`src/rtl/nexys_starship_lm_pkg.sv`:
```
// Shared definitions for the Nexys Starship monster blocks: one-hot state
// encodings and default countdown lengths.
package nexys_starship_lm_pkg;

  typedef enum logic [3:0] {
    LM_INIT  = 4'b0001,
    LM_EMPTY = 4'b0010,
    LM_UNSH  = 4'b0100,
    LM_SHLD  = 4'b1000
  } lm_state_t;

  localparam int DEF_SHIELD_TICKS = 5;
  localparam int DEF_HOLD_TICKS   = 3;

endpackage

```
`src/rtl/nexys_starship_lm_if.sv`:
```
// Signal bundle between the game top and the left-monster block.
// The master side is the game top, which drives the controls and reads the status.
interface nexys_starship_lm_if;
  logic       timer_clk;
  logic       play_flag;
  logic       gameover_ctrl;
  logic       left_random;
  logic       l_shield;
  logic       q_LM_Init;
  logic       q_LM_Empty;
  logic       q_LM_Unshielded;
  logic       q_LM_Shielded;
  logic       left_monster;
  logic       left_gameover;
  logic [3:0] ticks_left;

  modport master (
    output timer_clk, play_flag, gameover_ctrl, left_random, l_shield,
    input  q_LM_Init, q_LM_Empty, q_LM_Unshielded, q_LM_Shielded,
    input  left_monster, left_gameover, ticks_left
  );

  modport slave (
    input  timer_clk, play_flag, gameover_ctrl, left_random, l_shield,
    output q_LM_Init, q_LM_Empty, q_LM_Unshielded, q_LM_Shielded,
    output left_monster, left_gameover, ticks_left
  );
endinterface

```
`src/rtl/nexys_starship_tick_gen.sv`:
```
// Rising-edge detector on the divided timer level; tick is one Clk wide.
// timer_clk is sampled as data so the design stays in the Clk domain.
module nexys_starship_tick_gen (
  input  logic Clk,
  input  logic Reset,
  input  logic timer_clk,
  output logic tick
);
  logic timer_clk_d;

  always_ff @(posedge Clk or posedge Reset) begin
    if (Reset) timer_clk_d <= 1'b0;
    else       timer_clk_d <= timer_clk;
  end

  assign tick = timer_clk & ~timer_clk_d;
endmodule

```
`src/rtl/nexys_starship_lm.sv`:
```
// Left-monster state machine: spawns on a tick, counts down to a loss unless
// shielded, and repels the monster once the shield has been held long enough.
module nexys_starship_lm
  import nexys_starship_lm_pkg::*;
#(
  parameter int SHIELD_TICKS = DEF_SHIELD_TICKS,
  parameter int HOLD_TICKS   = DEF_HOLD_TICKS
) (
  input logic               Clk,
  input logic               Reset,
  nexys_starship_lm_if.slave bus
);
  localparam logic [3:0] SHIELD_CNT = 4'(SHIELD_TICKS);
  localparam logic [3:0] HOLD_CNT   = 4'(HOLD_TICKS);

  logic       tick;
  lm_state_t  state_reg, state_next;
  logic [3:0] cnt_reg, cnt_next;
  logic       gameover_reg, gameover_next;

  nexys_starship_tick_gen u_tick_gen (
    .Clk       (Clk),
    .Reset     (Reset),
    .timer_clk (bus.timer_clk),
    .tick      (tick)
  );

  always_ff @(posedge Clk or posedge Reset) begin
    if (Reset) begin
      state_reg    <= LM_INIT;
      cnt_reg      <= 4'd0;
      gameover_reg <= 1'b0;
    end else begin
      state_reg    <= state_next;
      cnt_reg      <= cnt_next;
      gameover_reg <= gameover_next;
    end
  end

  // Abort (global game-over or leaving Play) outranks every in-state event.
  always_comb begin
    state_next    = state_reg;
    cnt_next      = cnt_reg;
    gameover_next = gameover_reg;
    case (state_reg)
      LM_INIT: begin
        if (bus.play_flag && !bus.gameover_ctrl && !gameover_reg)
          state_next = LM_EMPTY;
      end
      LM_EMPTY: begin
        if (bus.gameover_ctrl || !bus.play_flag) begin
          state_next = LM_INIT;
        end else if (tick && bus.left_random) begin
          state_next = LM_UNSH;
          cnt_next   = SHIELD_CNT;
        end
      end
      LM_UNSH: begin
        if (bus.gameover_ctrl || !bus.play_flag) begin
          state_next = LM_INIT;
          cnt_next   = 4'd0;
        end else if (bus.l_shield) begin
          state_next = LM_SHLD;
          cnt_next   = HOLD_CNT;
        end else if (tick && cnt_reg == 4'd1) begin
          state_next    = LM_INIT;
          cnt_next      = 4'd0;
          gameover_next = 1'b1;
        end else if (tick && cnt_reg > 4'd1) begin
          cnt_next = cnt_reg - 4'd1;
        end
      end
      LM_SHLD: begin
        if (bus.gameover_ctrl || !bus.play_flag) begin
          state_next = LM_INIT;
          cnt_next   = 4'd0;
        end else if (!bus.l_shield) begin
          state_next = LM_UNSH;
          cnt_next   = SHIELD_CNT;
        end else if (tick && cnt_reg == 4'd1) begin
          state_next = LM_EMPTY;
          cnt_next   = 4'd0;
        end else if (tick && cnt_reg > 4'd1) begin
          cnt_next = cnt_reg - 4'd1;
        end
      end
      default: begin
        state_next = LM_INIT;
        cnt_next   = 4'd0;
      end
    endcase
  end

  assign bus.q_LM_Init       = (state_reg == LM_INIT);
  assign bus.q_LM_Empty      = (state_reg == LM_EMPTY);
  assign bus.q_LM_Unshielded = (state_reg == LM_UNSH);
  assign bus.q_LM_Shielded   = (state_reg == LM_SHLD);
  assign bus.left_monster    = bus.q_LM_Unshielded | bus.q_LM_Shielded;
  assign bus.left_gameover   = gameover_reg;
  assign bus.ticks_left      = bus.left_monster ? cnt_reg : 4'd0;
endmodule

```
`src/flat_wrapper.sv`:
```
// flat-port wrapper written by rule: the top's interface ports become plain ports
module nexys_starship_lm_flat import nexys_starship_lm_pkg::*;
#(
  parameter int SHIELD_TICKS = DEF_SHIELD_TICKS,
  parameter int HOLD_TICKS   = DEF_HOLD_TICKS
)
  (Clk, Reset, bus_timer_clk, bus_play_flag, bus_gameover_ctrl, bus_left_random, bus_l_shield, bus_q_LM_Init, bus_q_LM_Empty, bus_q_LM_Unshielded, bus_q_LM_Shielded, bus_left_monster, bus_left_gameover, bus_ticks_left);
  nexys_starship_lm_if bus_i ();
  input logic Clk;
  input logic Reset;
  input wire logic [$bits(bus_i.timer_clk)-1:0] bus_timer_clk;
  input wire logic [$bits(bus_i.play_flag)-1:0] bus_play_flag;
  input wire logic [$bits(bus_i.gameover_ctrl)-1:0] bus_gameover_ctrl;
  input wire logic [$bits(bus_i.left_random)-1:0] bus_left_random;
  input wire logic [$bits(bus_i.l_shield)-1:0] bus_l_shield;
  output wire logic [$bits(bus_i.q_LM_Init)-1:0] bus_q_LM_Init;
  output wire logic [$bits(bus_i.q_LM_Empty)-1:0] bus_q_LM_Empty;
  output wire logic [$bits(bus_i.q_LM_Unshielded)-1:0] bus_q_LM_Unshielded;
  output wire logic [$bits(bus_i.q_LM_Shielded)-1:0] bus_q_LM_Shielded;
  output wire logic [$bits(bus_i.left_monster)-1:0] bus_left_monster;
  output wire logic [$bits(bus_i.left_gameover)-1:0] bus_left_gameover;
  output wire logic [$bits(bus_i.ticks_left)-1:0] bus_ticks_left;
  assign bus_i.timer_clk = bus_timer_clk;
  assign bus_i.play_flag = bus_play_flag;
  assign bus_i.gameover_ctrl = bus_gameover_ctrl;
  assign bus_i.left_random = bus_left_random;
  assign bus_i.l_shield = bus_l_shield;
  assign bus_q_LM_Init = bus_i.q_LM_Init;
  assign bus_q_LM_Empty = bus_i.q_LM_Empty;
  assign bus_q_LM_Unshielded = bus_i.q_LM_Unshielded;
  assign bus_q_LM_Shielded = bus_i.q_LM_Shielded;
  assign bus_left_monster = bus_i.left_monster;
  assign bus_left_gameover = bus_i.left_gameover;
  assign bus_ticks_left = bus_i.ticks_left;
  nexys_starship_lm #(.SHIELD_TICKS(SHIELD_TICKS), .HOLD_TICKS(HOLD_TICKS)) u_core (.Clk(Clk), .Reset(Reset), .bus(bus_i));
endmodule
```
`config.mk`:
```
export PLATFORM = sky130hd
export DESIGN_NAME = nexys_starship_lm_flat
export DESIGN_NICKNAME = d
export VERILOG_FILES = /design/src/rtl/nexys_starship_lm_pkg.sv /design/src/rtl/nexys_starship_lm_if.sv /design/src/rtl/nexys_starship_tick_gen.sv /design/src/rtl/nexys_starship_lm.sv /design/src/flat_wrapper.sv
export SDC_FILE = /design/constraint.sdc
export NUM_CORES = 1
export LEC_CHECK = 0
export CAP_MARGIN = 20
export CORE_MARGIN = 1
export CORE_UTILIZATION = 53
export DETAILED_ROUTE_END_ITERATION = 6
export PLACE_DENSITY = 0.81
export SYNTH_ARGS = -nofsm -noshare
export SYNTH_HDL_FRONTEND = slang
export SYNTH_SLANG_ARGS = --single-unit
```
`constraint.sdc`:
```
create_clock -name Clk -period 3.4 [get_ports Clk]
set_input_delay 0.51 -clock Clk [delete_from_list [all_inputs] [get_ports Clk]]
set_output_delay 0.51 -clock Clk [all_outputs]
set_load 0.02 [all_outputs]
```
# Word level (Yosys, flattened, before mapping)
# Cells that the tools add are included.
[totals] ff_bits=10 wordCells=55
[op_classes] addsub=1 magnitude_cmp=1 n_eq_ne=11 mux=20 bitwise_logic=6 reduce_logical=12
[ops] op="4-bit 2-to-1 mux" n=18
[ops] op="4-bit one-hot mux with 4 select lines" n=2
[ops] op="4-bit by 1-bit equality test with 1-bit output, second input constant" n=2
[ops] op="4-bit != test, second input constant" n=2
[ops] op="4-bit AND reduction" n=2
[ops] op="1-bit logical AND" n=5
[ops] op="4-bit by 2-bit equality test with 1-bit output, second input constant" n=1
[ops] op="4-bit by 3-bit equality test with 1-bit output, second input constant" n=1
[ops] op="4-bit equality test, second input constant" n=1
[ops] op="4-bit by 1-bit > comparator with 1-bit output, second input constant" n=1
[ops] op="2-bit by 1-bit != test with 1-bit output, second input constant" n=2
[ops] op="1-bit NOT" n=4
[ops] op="4-bit by 1-bit subtractor with 4-bit output, second input constant" n=1
[ops] op="1-bit zero test" n=3
[ops] op="3-bit by 1-bit != test with 1-bit output, second input constant" n=1
[ops] op="3-bit AND reduction" n=1
[ops] op="2-bit != test, second input constant" n=1
[ops] op="1-bit AND" n=1
[ops] op="1-bit logical OR" n=1
[ops] op="1-bit bitwise OR" n=1

# Depth between registers and ports, before layout
# Gate-level depths: netlist of the first run.
[depth] depth_word=8 mapped_depth=7 mapped_depth_nobuf=7

# Cells and area by module
# Synthesis of the first run repeated with hierarchy kept, for this count alone.
[hier_totals] cells_unflattened=98 area_unflattened_um2=837.1
[by_module_without_submodules] module="nexys_starship_lm" instances=1 cells_each=95 area_per_inst_um2=794.5 seq_area_each_um2=226.5
[by_module_without_submodules] module="nexys_starship_tick_gen" instances=1 cells_each=3 area_per_inst_um2=42.5 seq_area_each_um2=25.0

# Worst setup path after synthesis of the first run
# No wires, ideal clock.
[synth_timing] path_type="register to register" from="register u_core.state_reg[0]" to="register u_core.state_reg[2]" setup_time_ps=79 arrival_time_ps=1873 t_required_ps=3321 path_slack_ps=1448 stages_incl_launch_ff=7 period_less_slack_ps=1952 path_cell_list="dfstp_2 > buf_2 > nand2b_1 > nor3_1 > nand2_1 > nand3_2 > mux2i_1"
[synth_via] elab_chain_cells=3
[synth_rtl] item="start, declared" line="nexys_starship_lm.sv:17" source="lm_state_t state_reg, state_next;"
[synth_rtl] item="start signal, assigned" line="nexys_starship_lm.sv:34" source="state_reg <= state_next;"
[synth_rtl] item="4-bit by 1-bit equality test with 1-bit output (*)"
[synth_rtl] item="net bus_q_LM_Init" line="flat_wrapper.sv:16" source="output wire logic [$bits(bus_i.q_LM_Init)-1:0] bus_q_LM_Init;"
[synth_rtl] item="2-bit by 1-bit != test with 1-bit output (no source line)"
[synth_rtl] item="4-bit AND reduction (no source line)"
# Mark *: on every way through the listed nets, which the timed path passes. The rest lies on a longest branch.
# A chain may end at the register's enable or synchronous reset.

# Worst setup path after layout of the first run
[layout_timing] from="register u_core.state_reg[3]" to="output bus_ticks_left[3]"
[layout_via] elab_chain_cells=3
[layout_rtl] item="4-bit by 3-bit equality test with 1-bit output or 4-bit equality test (tied branches)" line="nexys_starship_lm.sv:96, nexys_starship_lm.sv:97"
[layout_rtl] item="1-bit bitwise OR (*)" line="nexys_starship_lm.sv:98" source="assign bus.left_monster = bus.q_LM_Unshielded | bus.q_LM_Shielded;"
[layout_rtl] item="4-bit 2-to-1 mux (*)" line="nexys_starship_lm.sv:100" source="assign bus.ticks_left = bus.left_monster ? cnt_reg : 4'd0;"
[layout_rtl] item="end, declared" line="flat_wrapper.sv:22" source="output wire logic [$bits(bus_i.ticks_left)-1:0] bus_ticks_left;"
# Every way passes the cells marked *; elsewhere a longest branch is shown, timed or not.

==> results.yml, run 1 <==
sta:
  fmax_mhz: 374
  setup_viol: 0
  finalCriticalPeriod_ps: 2670
  grt_setup_unrepaired: "no"
  clock_skew_ps: 1.02
  timing.hold.ws_ps: 538
  hold_viol_final: 0
  worstMarginPinSlew_ps: 712
  layout_setup_ws_ps: 726
  fin_setup_tns_ps: 0
  post-route-period-util_pct: 78.6
  drv_slew: 0
  slew_headroom_pct: 52.4
global_route:
  grt_pass1_vias: 609
  grt_usage_pct: 26.0
  grt.overflow.total: 0
  antenna_found_initial: 0
  grt_pass1_wl_um: 2740
  grt_max_degree: 12
cells_and_area:
  register_area_um2: 251
  layout.nets: 116
  multi_input_area_um2: 512
  post-route-util_pct: 74.1
  finish.instance_area_um2: 1000
  fillerInstances: 103
  final_layout_size_suffix_gt1_share_pct: 13.2
  diodes: 0
  area_delta_synth_final_pct: 24.6
routing:
  wl_met2_um: 855
  wirelength_um: 1850
  top_layer: "met3"
  drt_pre_antenna_iters: 4
  viasPerCell: 6.37
  vias: 771
  drc_errors: 0
  ant_nets: 0
  met1Wirelength_um: 898
  wl_per_cell_um: 15.3
  wl_met3_um: 100
  first_iter_violations: 16
yosys:
  syn_area_per_cell_um2: 9.03
  ys_top_cells_by_area: "dfrtp_1 (28%), nor4b_4 (5.9%), nand2b_1 (3.9%)"
  synth_top_area_share_pct: 28.0
  synth-edff-count: 0
  syn_nets: 98
  synth.distinct_cells: 42
  synth_async_sr_flop_share_pct: 100
  yosysWarnings: 0
  netlist_instances: 89
  synth_top_flop_cell: "dfrtp_1"
  synth.most_common_cell: "dfrtp_1"
  yosysSeqAreaShare_pct: 31.3
  netlist_area_um2: 803
  synth_top_area_cell: "dfrtp_1"
  synth-seq-cells: 10
  yosys-top-cells-count: "dfrtp_1 (9), nand2_1 (7), inv_1 (6), o21ai_0 (6)"
placement:
  preCtsSetupSlack_ps: 910
  place_hpwl_um: 1410
  gp_congestion: 0.860
  placement.io_buffers: 16
  placed_area_um2: 965
status:
  status: "finished, final reports clean"
clocking:
  cts_hold_buf: 0
  cts_max_level: 1
  cts_buffers: 3
  cts_resized: 0
  clock-root-buffer: "clkbuf_4"
  post_cts_buffers: 0
  cts_tree: "built"
  clockBufferDepth: 2
  cts.sinks: 10
  clk_latency_ps: 250
  clkTransAtPathRegs_ps: 60
worst_hold_path:
  hp-class: "in2async"
worst_setup_path:
  worst-setup-path-type: "reg2out"
  required_ps: 2890
  r2r-start: "u_core.state_reg[3]"
  startpoint: "u_core.state_reg[3]"
  cpLargestDelayFamily: "buffers and inverters"
  path_buf_inv: 1
  startpoint_type: "flip-flop"
  crit_fanout: 10
  crit_chain: "xor2_1 > nand2b_1 > nor2_1 > and2_1 > clkdlybuf4s50_1"
  cp-end-kind: "output port"
  max_stage_delay_ps: 590
  arrival_ps: 2160
  reg2reg_slack_ps: 1500
  cp_slowest_cell: "clkdlybuf4s50_1"
power_and_ir_drop:
  p_sw_uw: 199
  leakage_nw: 0.393
  p_clk_share_pct: 20.3
  p_int_uw: 295
  p_per_area_nw_per_um2: 494
  p_comb_share_pct: 40.2
  ir_worst_vdd_mv: 0.307
  swShare_pct: 40.3
  seqPwrFrac_pct: 39.5
die:
  core_um2: 1350
  ios: 17
  die_y_um: 40.9
  start_util_pct: 59.5
  die_x_um: 40.9
  die-area_um2: 1680
  std_cell_rows: 13
flow_run:
  cap_violations: 0
[cell type report]
| cell class | count | area share (%) |
|---|---|---|
| tap | 15 | 1.88 |
| multi-input combinational | 70 | 51.1 |
| clock buffer | 4 | 3.62 |
| inverter | 6 | 2.25 |
| timing repair buffer | 16 | 16.0 |
| sequential | 10 | 25.1 |
[cell usage in the layout (no fill, tap or decap), drive strengths merged, types with 2 or more instances in the layout]
master | Yosys | final
nor2b | 2 | 2
nor4b | 3 | 3
nand3b | 2 | 2
a21o | 2 | 2
a31oi | 2 | 2
nor3 | 5 | 5
ha | 2 | 2
a21oi | 4 | 4
nand2 | 7 | 7
inv | 6 | 6
dfrtp | 9 | 9
and2 | 3 | 3
nor2 | 4 | 4
o21ai | 6 | 6
o41ai | 2 | 2
clkbuf | 0 | 4
nand2b | 5 | 5
clkdlybuf4s50 | 0 | 16
nand3 | 4 | 4
[metal layers]
metal,GRT usage (%),vias to the layer above
met4,12.5,0
met3,3.80,0
met2,38.3,34
met1,36.9,367
li1,-,370
met5,0,-
[logic make-up (layout without fill, tap and decap cells)]
kind of cell	count (synthesis)	count (layout)	synth area share (%)
AOI/OAI and AO/OA	27	27	24.1
DFF	10	10	31.3
xor gates and xnor gates	1	1	1.09
muxes	1	1	1.25
and+or+nand+nor	39	39	34.1
buffers and inverters	9	26	4.98
adders and majority gates	2	2	3.11
[final timing paths]
check / to / depth (start not counted)
worst min register to register: u_core.bus.left_gameover / 1
worst max-delay path: bus_ticks_left[3] / 5
min in group Clk: u_core.bus.left_gameover / 1
max in group asynchronous: u_core.state_reg[0] / 2
worst min-delay path: u_core.cnt_reg[0] / 2
worst max register to register: u_core.state_reg[2] / 5
[power groups by stage]
| stage | clock (mW) | combinational, mW | sequential (mW) |
|---|---|---|---|
| after floorplan | 0 | 0.157 | 0.169 |
| after global placement | 0 | 0.195 | 0.195 |
| after detailed placement | 0 | 0.195 | 0.197 |
| after CTS | 0.103 | 0.196 | 0.194 |
| after global routing | 0.107 | 0.217 | 0.200 |
| final | 0.100 | 0.199 | 0.195 |
[per-stage QoR]
step	std cells	total power [mW]
global route	121	0.524
global placement	117	0.390
detailed placement	117	0.392
floorplan	89	0.326
finish	121	0.494
CTS	121	0.494
Note: power is estimated with default switching activity, not from simulation.
==> run 2: changes to the inputs <==
--- a/config.mk
+++ b/config.mk
@@ -7,9 +7,9 @@
 export LEC_CHECK = 0
 export CAP_MARGIN = 20
 export CORE_MARGIN = 1
-export CORE_UTILIZATION = 53
+export CORE_UTILIZATION = 49
 export DETAILED_ROUTE_END_ITERATION = 6
-export PLACE_DENSITY = 0.81
+export PLACE_DENSITY = 0.75
 export SYNTH_ARGS = -nofsm -noshare
 export SYNTH_HDL_FRONTEND = slang
 export SYNTH_SLANG_ARGS = --single-unit
==> constraint.sdc (replaced) <==
create_clock -name Clk -period 2.6 [get_ports Clk]
set_input_delay 0.39 -clock Clk [delete_from_list [all_inputs] [get_ports Clk]]
set_output_delay 0.39 -clock Clk [all_outputs]
set_load 0.02 [all_outputs]
==> run 2 against run 1 <==
Critical path depth is the same. Global-route usage shrank 1.5 points. Worst setup slack lost 510 ps. Clock power grew 44%. Cell count grew 4.1%. Sequential power grew 31%. Hold slack lost 140 ps. Wire length grew 4.8%. Critical endpoint unchanged.
==> results.yml, run 2 (same netlist as run 1, synthesis figures left out) <==
sta:
  grt_setup_unrepaired: "no"
  finalCriticalPeriod_ps: 2380
  clock_skew_ps: 5.38
  post-route-period-util_pct: 91.7
  fmax_mhz: 419
  setup_viol: 0
  fin_setup_tns_ps: 0
  layout_setup_ws_ps: 216
  hold_viol_final: 0
  worstMarginPinSlew_ps: 401
  slew_headroom_pct: 73.3
  drv_slew: 0
routing:
  drt_pre_antenna_iters: 4
  ant_nets: 0
  drc_errors: 0
  viasPerCell: 6.30
  wirelength_um: 1940
  wl_per_cell_um: 15.4
  vias: 794
  first_iter_violations: 28
power_and_ir_drop:
  fin_total_pwr_uw: 678
  ir_worst_vdd_mv: 0.549
  p_per_area_nw_per_um2: 656
  leakage_nw: 0.412
worst_setup_path:
  crit_fanout: 7
  required_ps: 2210
  arrival_ps: 1990
  cp-end-kind: "output port"
  reg2reg_slack_ps: 790
  startpoint_type: "flip-flop"
  worst-setup-path-type: "reg2out"
die:
  start_util_pct: 52.7
  die_y_um: 42.5
  core_um2: 1520
  std_cell_rows: 14
  die_x_um: 42.5
  die-area_um2: 1810
  ios: 17
placement:
  preCtsSetupSlack_ps: 433
  gp_congestion: 0.886
  place_hpwl_um: 1480
  placement.io_buffers: 16
  placed_area_um2: 996
cells_and_area:
  finish.instance_area_um2: 1030
  post-route-util_pct: 67.8
  layout.nets: 120
  final_common_cell: "clkdlybuf4s50_1"
  diodes: 0
  most-common-layout-cells: "clkdlybuf4s50_1 (16), dfrtp_1 (8), nand2_1 (7)"
  final_layout_size_suffix_gt1_share_pct: 17.3
  area_delta_synth_final_pct: 28.7
clocking:
  cts_hold_buf: 0
  clockBufferDepth: 2
  cts.sinks: 10
  cts_tree: "built"
  cts_buffers: 3
  clkTransAtPathRegs_ps: 70
  cts_max_level: 1
  post_cts_buffers: 0
  clk_latency_ps: 270
  clock-root-buffer: "clkbuf_4"
flow_run:
  cap_violations: 0
global_route:
  grt_pass1_wl_um: 3310
  grt.overflow.total: 0
  grt_usage_pct: 24.4
  antenna_found_initial: 0
  grt_pass1_vias: 742
  grt_max_degree: 12
status:
  status: "finished, final reports clean"
worst_hold_path:
  hp-class: "in2async"
-- run 2: changes by cell type in the layout (fill, tap and decap cells not counted) --
| cell | before | now |
|---|---|---|
| buf_4 | 0 | 4 |
| dfrtp_1 | 9 | 8 |
| dfrtp_2 | 0 | 1 |
-- run 2: per-layer routing --
metal / GRT usage (%) / wire [um]
met3: 3.02 / 129
met2: 35.7 / 929
met4: 10.6 / 19
met1: 36.1 / 864
met5: 0 / 0
-- run 2: cell type report --
class	instances	area (um2)
Timing Repair Buffer	20	190
Inverter	6	22.5
Multi-Input combinational cell	70	512
Sequential cell	10	253
Fill cell	142	490
Clock buffer	4	36.3
Tap cell	16	20.0
-- run 2: worst paths after layout --
| kind | to | cells after the start | startpoint |
|---|---|---|---|
| max in group asynchronous | u_core.state_reg[0] | 2 | Reset |
| setup / recovery | bus_ticks_left[3] | 5 | u_core.state_reg[2] |
| setup reg to reg | u_core.cnt_reg[3] | 6 | u_core.cnt_reg[0] |
| hold reg to reg | u_core.bus.left_gameover | 1 | u_core.bus.left_gameover |
| min in group Clk | u_core.bus.left_gameover | 1 | u_core.bus.left_gameover |
| hold / removal | u_core.cnt_reg[0] | 2 | Reset |
-- run 2: worst max-delay path, stage by stage (launching register included) --
cell	delay [ps]
dfrtp_2	470
xor2_1	160
nand2b_1	160
nor2_1	180
and2_1	150
clkdlybuf4s50_1	600
-- run 2: through the flow --
step	cells	hold slack, ps
floorplan	89	229
global placement	122	481
detailed placement	122	488
CTS	126	417
global route	126	444
finish	126	396
-- run 2: report_power, final --
part | total [mW] | leakage (nW) | internal [mW] | switching, mW
logic | 0.277 | 0.261 | 0.132 | 0.146
clock network | 0.144 | 0.0210 | 0.0852 | 0.0591
registers | 0.256 | 0.130 | 0.188 | 0.0682
-- run 2: timing repair --
item / CTS / global route
setup endpoints to repair: 0 / 1
resized for setup: 0 / 1
hold endpoints to repair: 0 / 0
